[config.mk]
export PLATFORM = sky130hd
export DESIGN_NAME = arf192b080e1r1w0cbbehbaa4acw_port_sched
export DESIGN_NICKNAME = d
export VERILOG_FILES = /design/src/rtl/arf192b080e1r1w0cbbehbaa4acw_port_sched.sv
export SDC_FILE = /design/constraint.sdc
export NUM_CORES = 1
export LEC_CHECK = 0
export ABC_CLOCK_PERIOD_IN_PS = 4000
export CORE_AREA = 4 4 245 247
export CTS_BUF_LIST = sky130_fd_sc_hd__clkbuf_16
export DETAILED_ROUTE_END_ITERATION = 16
export DIE_AREA = 0 0 249 251
export GPL_TIMING_DRIVEN = 1
export HOLD_SLACK_MARGIN = 0.1
export SYNTH_ARGS = -nofsm -noshare
export SYNTH_HDL_FRONTEND = slang
export SYNTH_SLANG_ARGS = --single-unit
[constraint.sdc]
create_clock -name clk -period 4 [get_ports clk]
set_input_delay 0.8 -clock clk [delete_from_list [all_inputs] [get_ports clk]]
set_output_delay 0.8 -clock clk [all_outputs]
set_load 0.03 [all_outputs]
[src/rtl/arf192b080e1r1w0cbbehbaa4acw_port_sched.sv]
// Write-port round-robin arbiter, read issue and clock-gate enables for the 192x80 1R1W array.
// Optional: ARF192B080_PORT_SCHED_BYPASS_EN forwards same-cycle write data to a hazard read.
module arf192b080e1r1w0cbbehbaa4acw_port_sched #(
    parameter int NREQ  = 4,
    parameter int AW    = 8,
    parameter int DW    = 80,
    parameter int DEPTH = 192,
    parameter int HOLD  = 2
) (
    input  logic                 clk,
    input  logic                 rst,
    input  logic [NREQ-1:0]      wr_req,
    input  logic [NREQ*AW-1:0]   wr_addr,
    input  logic [NREQ*DW-1:0]   wr_data,
    output logic [NREQ-1:0]      wr_gnt,
    input  logic                 rd_req,
    input  logic [AW-1:0]        rd_addr,
    output logic                 rd_gnt,
    output logic                 arr_wen,
    output logic [AW-1:0]        arr_waddr,
    output logic [DW-1:0]        arr_wdata,
    output logic                 arr_ren,
    output logic [AW-1:0]        arr_raddr,
    input  logic [DW-1:0]        arr_rdata,
    output logic                 rd_vld,
    output logic [DW-1:0]        rd_data,
    output logic                 wclk_en,
    output logic                 rclk_en,
    output logic                 addr_err
);

    localparam int PW = (NREQ > 1) ? $clog2(NREQ) : 1;
    localparam logic [PW:0] NR = (PW+1)'(NREQ);
    localparam logic [AW:0] DEP = (AW+1)'(DEPTH);
    localparam logic [2:0] HLD = 3'(HOLD);

`ifdef ARF192B080_PORT_SCHED_BYPASS_EN
    localparam logic BYP = 1'b1;
`else
    localparam logic BYP = 1'b0;
`endif

    logic [AW-1:0] wa [NREQ];
    logic [DW-1:0] wd [NREQ];

    for (genvar i = 0; i < NREQ; i++) begin : g_unpack
        assign wa[i] = wr_addr[i*AW +: AW];
        assign wd[i] = wr_data[i*DW +: DW];
    end

    logic [PW-1:0] ptr;
    logic [PW-1:0] gidx;
    logic [PW-1:0] nptr;
    logic [PW:0]   cand;
    logic          any_gnt;

    // Rotating search starting at ptr; first requester found wins.
    always_comb begin
        any_gnt = 1'b0;
        gidx    = '0;
        cand    = '0;
        for (int k = 0; k < NREQ; k++) begin
            cand = {1'b0, ptr} + (PW+1)'(k);
            if (cand >= NR) cand = cand - NR;
            if (!any_gnt && wr_req[cand[PW-1:0]]) begin
                any_gnt = 1'b1;
                gidx    = cand[PW-1:0];
            end
        end
        if (rst) any_gnt = 1'b0;
    end

    logic [AW-1:0] gaddr;
    logic [DW-1:0] gdata;
    logic          w_ok;
    logic          r_ok;
    logic          hazard;

    assign nptr   = (gidx == PW'(NREQ-1)) ? '0 : gidx + 1'b1;
    assign wr_gnt = any_gnt ? (NREQ'(1) << gidx) : '0;
    assign gaddr  = wa[gidx];
    assign gdata  = wd[gidx];
    assign w_ok   = any_gnt && ({1'b0, gaddr} < DEP);
    assign r_ok   = {1'b0, rd_addr} < DEP;
    assign hazard = rd_req && w_ok && (rd_addr == gaddr);

`ifdef ARF192B080_PORT_SCHED_BYPASS_EN
    assign rd_gnt = rd_req && !rst;
`else
    assign rd_gnt = rd_req && !hazard && !rst;
`endif

    logic          s1_vld, s1_ok, s1_byp;
    logic          s2_vld, s2_ok, s2_byp;
    logic [DW-1:0] byp_q;
    logic [2:0]    hcnt_w, hcnt_r;
    logic [2:0]    hw_nxt, hr_nxt;
    logic          r_issue;

    assign r_issue = rd_gnt && r_ok;
    assign hw_nxt  = arr_wen ? HLD : ((hcnt_w != 3'd0) ? hcnt_w - 3'd1 : 3'd0);
    assign hr_nxt  = arr_ren ? HLD : ((hcnt_r != 3'd0) ? hcnt_r - 3'd1 : 3'd0);

    always_ff @(posedge clk) begin
        if (rst) begin
            ptr       <= '0;
            arr_wen   <= 1'b0;
            arr_waddr <= '0;
            arr_wdata <= '0;
            arr_ren   <= 1'b0;
            arr_raddr <= '0;
            s1_vld    <= 1'b0;
            s1_ok     <= 1'b0;
            s1_byp    <= 1'b0;
            s2_vld    <= 1'b0;
            s2_ok     <= 1'b0;
            s2_byp    <= 1'b0;
            byp_q     <= '0;
            rd_vld    <= 1'b0;
            rd_data   <= '0;
            hcnt_w    <= '0;
            hcnt_r    <= '0;
            wclk_en   <= 1'b0;
            rclk_en   <= 1'b0;
            addr_err  <= 1'b0;
        end else begin
            if (any_gnt) ptr <= nptr;
            arr_wen <= w_ok;
            if (w_ok) begin
                arr_waddr <= gaddr;
                arr_wdata <= gdata;
            end
            arr_ren <= r_issue;
            if (r_issue) arr_raddr <= rd_addr;
            s1_vld <= rd_gnt;
            s1_ok  <= r_ok;
            s1_byp <= BYP && hazard && rd_gnt;
            s2_vld <= s1_vld;
            s2_ok  <= s1_ok;
            s2_byp <= s1_byp;
            // arr_wdata of a hazard write is live exactly while its read is in s1.
            if (s1_byp) byp_q <= arr_wdata;
            rd_vld <= s2_vld;
            if (s2_vld) begin
                rd_data <= !s2_ok ? '0 : (s2_byp ? byp_q : arr_rdata);
            end
            hcnt_w  <= hw_nxt;
            hcnt_r  <= hr_nxt;
            wclk_en <= w_ok || (hw_nxt != 3'd0);
            rclk_en <= r_issue || (hr_nxt != 3'd0);
            if ((any_gnt && !w_ok) || (rd_gnt && !r_ok)) addr_err <= 1'b1;
        end
    end

endmodule

* Word level (Yosys, flattened, before mapping) *
Cells that the tools add are included.

storage, ports and cells
  latch bits = 0
  input bits = 447
  memories kept = 0
  register bits after elaboration = 194
  bits in writable memories = 0
  ROM bits = 0
  output and inout port bits = 187
  word-level logic and storage cells = 101

operators by class
  order comparisons = 11
  equal/unequal tests = 2
  bitwise logic cells = 1
  mux-type cells = 34
  add/subtract/negate cells = 10
  multipliers = 0
  shift-type cells = 1
  reductions and logical operators = 25
  divide/modulo/power cells = 0

operators by type and width
  operator               count
  $mux W80               3
  $bmux W80 S2           1
  $mux W2                9
  $bmux W8 S2            1
  $lt A8 B8 Y1 const B   2
  $mux W8                2
  $ge A3 B3 Y1 const B   4
  $lt A2 B3 Y1 const B   4
  $mux W3                4
  $reduce_bool A3 Y1     4
  $logic_and A1 B1 Y1    11
  $mux W1                9
  $bmux W1 S2            4
  $eq A8 B8 Y1           1
  $sub A2 B1 Y2 const B  4
  $logic_not A1 Y1       7
  $add A2 B2 Y3 const B  2
  $sub A3 B1 Y3 const B  2
  $mux W4                1
  $shl A1 B2 Y4 const A  1
  $add A2 B1 Y3 const B  1
  $ge A2 B3 Y1 const B   1
  $logic_or A1 B1 Y1     3
  $not A2 Y3             1
  2 further kinds        2

* Logic depth before layout (Yosys ltp) *
Gate-level depths: netlist of the first run.

  word-level depth = 27
  gate-level depth with buffers = 12
  gate-level depth less buffers = 10

* Worst setup path before layout of the first run *
OpenSTA, ideal clock, no wires.

  kind = input to output
  from = input port wr_req[2]
  to = output port rd_gnt
  path slack = 173 ps
  cell stages on the path = 9
  data arrival time = 3027 ps
  buffers on the path = 1
  cells stage by stage = and2b_1 -> o21a_1 -> nor3_2 -> buf_4 -> a211oi_1 -> or3_1 -> a221o_1 -> o41ai_4 -> nor2_1

between the ends
  longest elaborated chain between the ends = 23
  elaborated cells on any way between the ends = 35
  classes of those cells = order compare (1); eq/ne (1); mux (20); bitwise (1); reduce/logical (12)

RTL lines
  what                                         line  source
  from (decl)                                  12    input logic [NREQ-1:0] wr_req,
  $bmux W1 S2                                  65    if (!any_gnt && wr_req[cand[PW-1:0]]) begin
  $mux W1 (not written as such)                65
  $mux W1                                      65
  $logic_not A1 Y1                             65
  $logic_and A1 B1 Y1                          65
  $mux W1                                      65
  $logic_not A1 Y1                             65
  $logic_and A1 B1 Y1                          65
  (+5 left out)                                n/a
  $bmux W8 S2                                  81    assign gaddr = wa[gidx];
  $mux W8 (not written as such) (2 in series)  81
  $lt A8 B8 Y1                                 83    assign w_ok = any_gnt && ({1'b0, gaddr} < DEP);
  $logic_and A1 B1 Y1                          83
  $logic_and A1 B1 Y1                          85    assign hazard = rd_req && w_ok && (rd_addr == gaddr);
  $logic_and A1 B1 Y1 (*)                      85
  $logic_not A1 Y1 (*)                         90    assign rd_gnt = rd_req && !hazard && !rst;
  $logic_and A1 B1 Y1 (*) (2 in series)        90
  to (decl)                                    18    output logic rd_gnt,

Every way passes the cells marked *; elsewhere a longest branch is shown, timed or not. The select of a mux whose other input is x is not followed.

* Worst setup path after layout of the first run *
Ends and elaborated chain as after synthesis.

==> results of run 1 <==
worst max-delay path, stage by stage:
cell and delay (ns):
sky130_fd_sc_hd__buf_6 0.10, sky130_fd_sc_hd__and2b_1 0.18, sky130_fd_sc_hd__o21a_1 0.22, sky130_fd_sc_hd__nor3_4 0.17, sky130_fd_sc_hd__clkinv_2 0.16, sky130_fd_sc_hd__buf_4 0.17, sky130_fd_sc_hd__a211oi_2 0.20, sky130_fd_sc_hd__o21ai_1 0.11
sky130_fd_sc_hd__a221o_1 0.41, sky130_fd_sc_hd__o41ai_4 0.32, sky130_fd_sc_hd__nor2_1 0.12, sky130_fd_sc_hd__buf_4 0.21
cell type report:
type | instances | area (um2) | area share, %
sequential | 194 | 3890 | 21.8
antenna | 16 | 40.0 | 0.224
inverter | 10 | 45.0 | 0.252
timing repair buffer | 698 | 6840 | 38.3
tap | 765 | 957 | 5.36
clock buffer | 17 | 425 | 2.38
multi-input combinational | 1139 | 5510 | 30.8
clock inverter | 15 | 160 | 0.896
per-layer routing:
layer	GRT usage (%)	up-vias	share of wire, %
li1	-	6098	-
met1	18.9	5830	38
met2	29.3	627	49
met3	7.05	102	9.0
met4	7.81	16	3.6
met5	0	-	0.18
Yosys cell counts, types with 4 or more instances:
cell	n
sky130_fd_sc_hd__a211oi_1	9
sky130_fd_sc_hd__a21oi_1	183
sky130_fd_sc_hd__and2_1	5
sky130_fd_sc_hd__and3_1	11
sky130_fd_sc_hd__buf_4	4
sky130_fd_sc_hd__clkbuf_1	108
sky130_fd_sc_hd__dfxtp_1	194
sky130_fd_sc_hd__ha_1	4
sky130_fd_sc_hd__inv_1	6
sky130_fd_sc_hd__nand2_1	412
sky130_fd_sc_hd__nand3_1	262
sky130_fd_sc_hd__nand3b_1	5
sky130_fd_sc_hd__nor2_1	94
sky130_fd_sc_hd__nor2b_1	83
sky130_fd_sc_hd__o21ai_0	13
sky130_fd_sc_hd__o21ai_1	9
sky130_fd_sc_hd__or3_1	4
placed cells by master, fill, tap and decap left out, drive strengths merged, types with 17 or more instances in the layout:
| cell | instances |
|---|---|
| dfxtp | 194 |
| nand2 | 413 |
| nor2b | 84 |
| nor2 | 95 |
| buf | 73 |
| clkbuf | 17 |
| clkdlybuf4s50 | 622 |
| nand3 | 262 |
| o21ai | 22 |
| a21oi | 183 |
final timing paths:
path | endpoint | depth (start not counted)
max reg2reg | arr_wdata[7] | 12
min reg2reg | s2_vld | 1
min | s2_vld | 1
max | rd_gnt | 12
cell families after synthesis:
logic type / synth area share, %
compound gates: 13.8
fa+ha+maj: 0.509
buf+inv: 5.12
flops: 39.5
simple gates: 41.1
per-stage QoR:
stage          instances  utilization (%)  TNS (ns)
4_1_cts             2838             31.0  -0.00625
3_3_place_gp        2803             29.8    -14.16
2_1_floorplan       1459                -         0
3_5_place_dp        2803             29.8    -18.02
5_1_grt             2848             31.0    -0.126
6_report            2854             31.0         0
repair_timing:
| action | in CTS | in global routing |
|---|---|---|
| gates cloned | 1 | 0 |
| setup buffers | 2 | 0 |
| resized for setup | 33 | 0 |
| pin swaps | 11 | 0 |
| endpoints found under the setup margin | 2 | 1 |
flip-flops by register name, indices dropped and copies added (netlist names), 2 cells and up:
name and count:
hcnt_r 3, arr_raddr 8, arr_waddr 8, rd_data 80, arr_wdata 80, hcnt_w 3
ptr 2
power by group through the flow:
| stage | clock network [mW] | logic [mW] | registers, mW |
|---|---|---|---|
| final | 1.77 | 3.00 | 2.24 |
| after detailed placement | 0 | 2.99 | 2.28 |
| after global placement | 0 | 2.97 | 2.28 |
| after CTS | 1.88 | 3.04 | 2.24 |
| after global routing | 1.93 | 3.25 | 2.26 |
| after floorplan | 0 | 1.21 | 2.63 |
==> metrics.cfg, run 1 <==
[sta]
worst_margin_slew_ns=1.04
finalWorstSetupSlack_ns=0.0120
drv_slew=0
finalSetupViolations=0
grt_setup_unrepaired=true
finalHoldViolCount=0
finClkSkew_ns=0.0111
fin_crit_sh_pct=99.7
headroom_to_the_max_slew_limit_pct=30.8
timing.hold.ws_ns=0.432
min_period_ns=3.99
timing.fmax_mhz=251

[synth]
synth-edff-count=0
ys_ff_latch=194
asyncSetResetFlopFracSynth_pct=0
synth-warning-count=0
synth.yosys.seq_area_share_pct=39.5
synth_area_leaders=sky130_fd_sc_hd__dfxtp_1 (40%), sky130_fd_sc_hd__nand2_1 (16%), sky130_fd_sc_hd__nand3_1 (13%)
synth.largest_area_cell=sky130_fd_sc_hd__dfxtp_1
yosys.area.top_type_share_pct=39.5
syn_inst=1459
synth_top_flop_cell=sky130_fd_sc_hd__dfxtp_1
yosysUniqueCellTypes=51
synthesis.area_um2=9830
synth.avg_cell_area_um2=6.73
syn-num-nets=1910

[setup_path]
r2r_start=ptr[0]
crit_arrival_ns=3.19
worstPathRequired_ns=3.20
timing.critical_path.from_type=input pin
endpoint_kind=output pin
crit_path_max_fanout=7
worst-r2r-setup-slack_ns=0.72
crit_path_category=in2out
crit_path_launch=wr_req[2]

[place]
dp_hpwl_um=44800
placed_area_um2=17200
routabilityCongestion=0.927
dp_worst_setup_slack_ns=-0.502
port-buffer-count=633

[outcome]
status=finished, final reports clean

[worst_hold_path]
hp-class=reg2reg
holdCritStartpoint=s1_vld

[clock_tree]
htree_num_levels=4
clk_path_buf_depth=2
tritoncts_clock_tree=yes
cts_num_sinks=194
hold_buffers=0
clock_latency_ns=0.48
number_of_buffers_added_by_the_clock_tree_synthesis_step=17
clkSlewWorstSetupHoldPaths_ns=0.08
cts-root-buf=sky130_fd_sc_hd__clkbuf_16

[floorplan]
die_width_um=249
io_pins=634
start_util_pct=17.1
die_area_um2=62500
die-height_um=251
std_cell_rows=88
placeableCoreArea_um2=57600

[detailed_routing]
viasPerCell=4.44
final_wl_um=56200
drc=0
ant_nets=0
initial_drc_count=631
routed_wire_length_per_instance_um=19.7
detailroute.via_count=12700
tritonroute_pass_1_iters=6

[finish]
nNetsFinal=2511
final_cell_area_um2=17900
drive_gt1_share_pct=6.56
num-fill-cells=6194
area_growth_syn_to_layout_pct=81.8

[grt]
grt_first_pass_wirelength_um=81300
vias_in_the_first_global_route=12500
track_usage_pct=17.2
grt_start_max_net_pins=93
global_route.overflow_total=0
antenna_found_initial=36

[power]
powerDensity_nw_per_um2=393
p_int_mw=4.23
power_switching_mw=2.79
static-leakage-power_nw=6.88
power.share.combinational_pct=42.8
power.total_mw=7.01
peakVddDrop_v=0.000322
clock_power_share_pct=25.2
pwr-share-seq_pct=31.9
p_sw_share_pct=39.8

[flow_run]
maxCapViolCount=0

No activity file was read; power rests on OpenSTA's default activity.
==> run 2, diff against run 1 <==
CTS_CLUSTER_DIAMETER = 120   (was default)
==> results of run 2 <==
Final layout, timing and power as in run 1 (identical DEF).
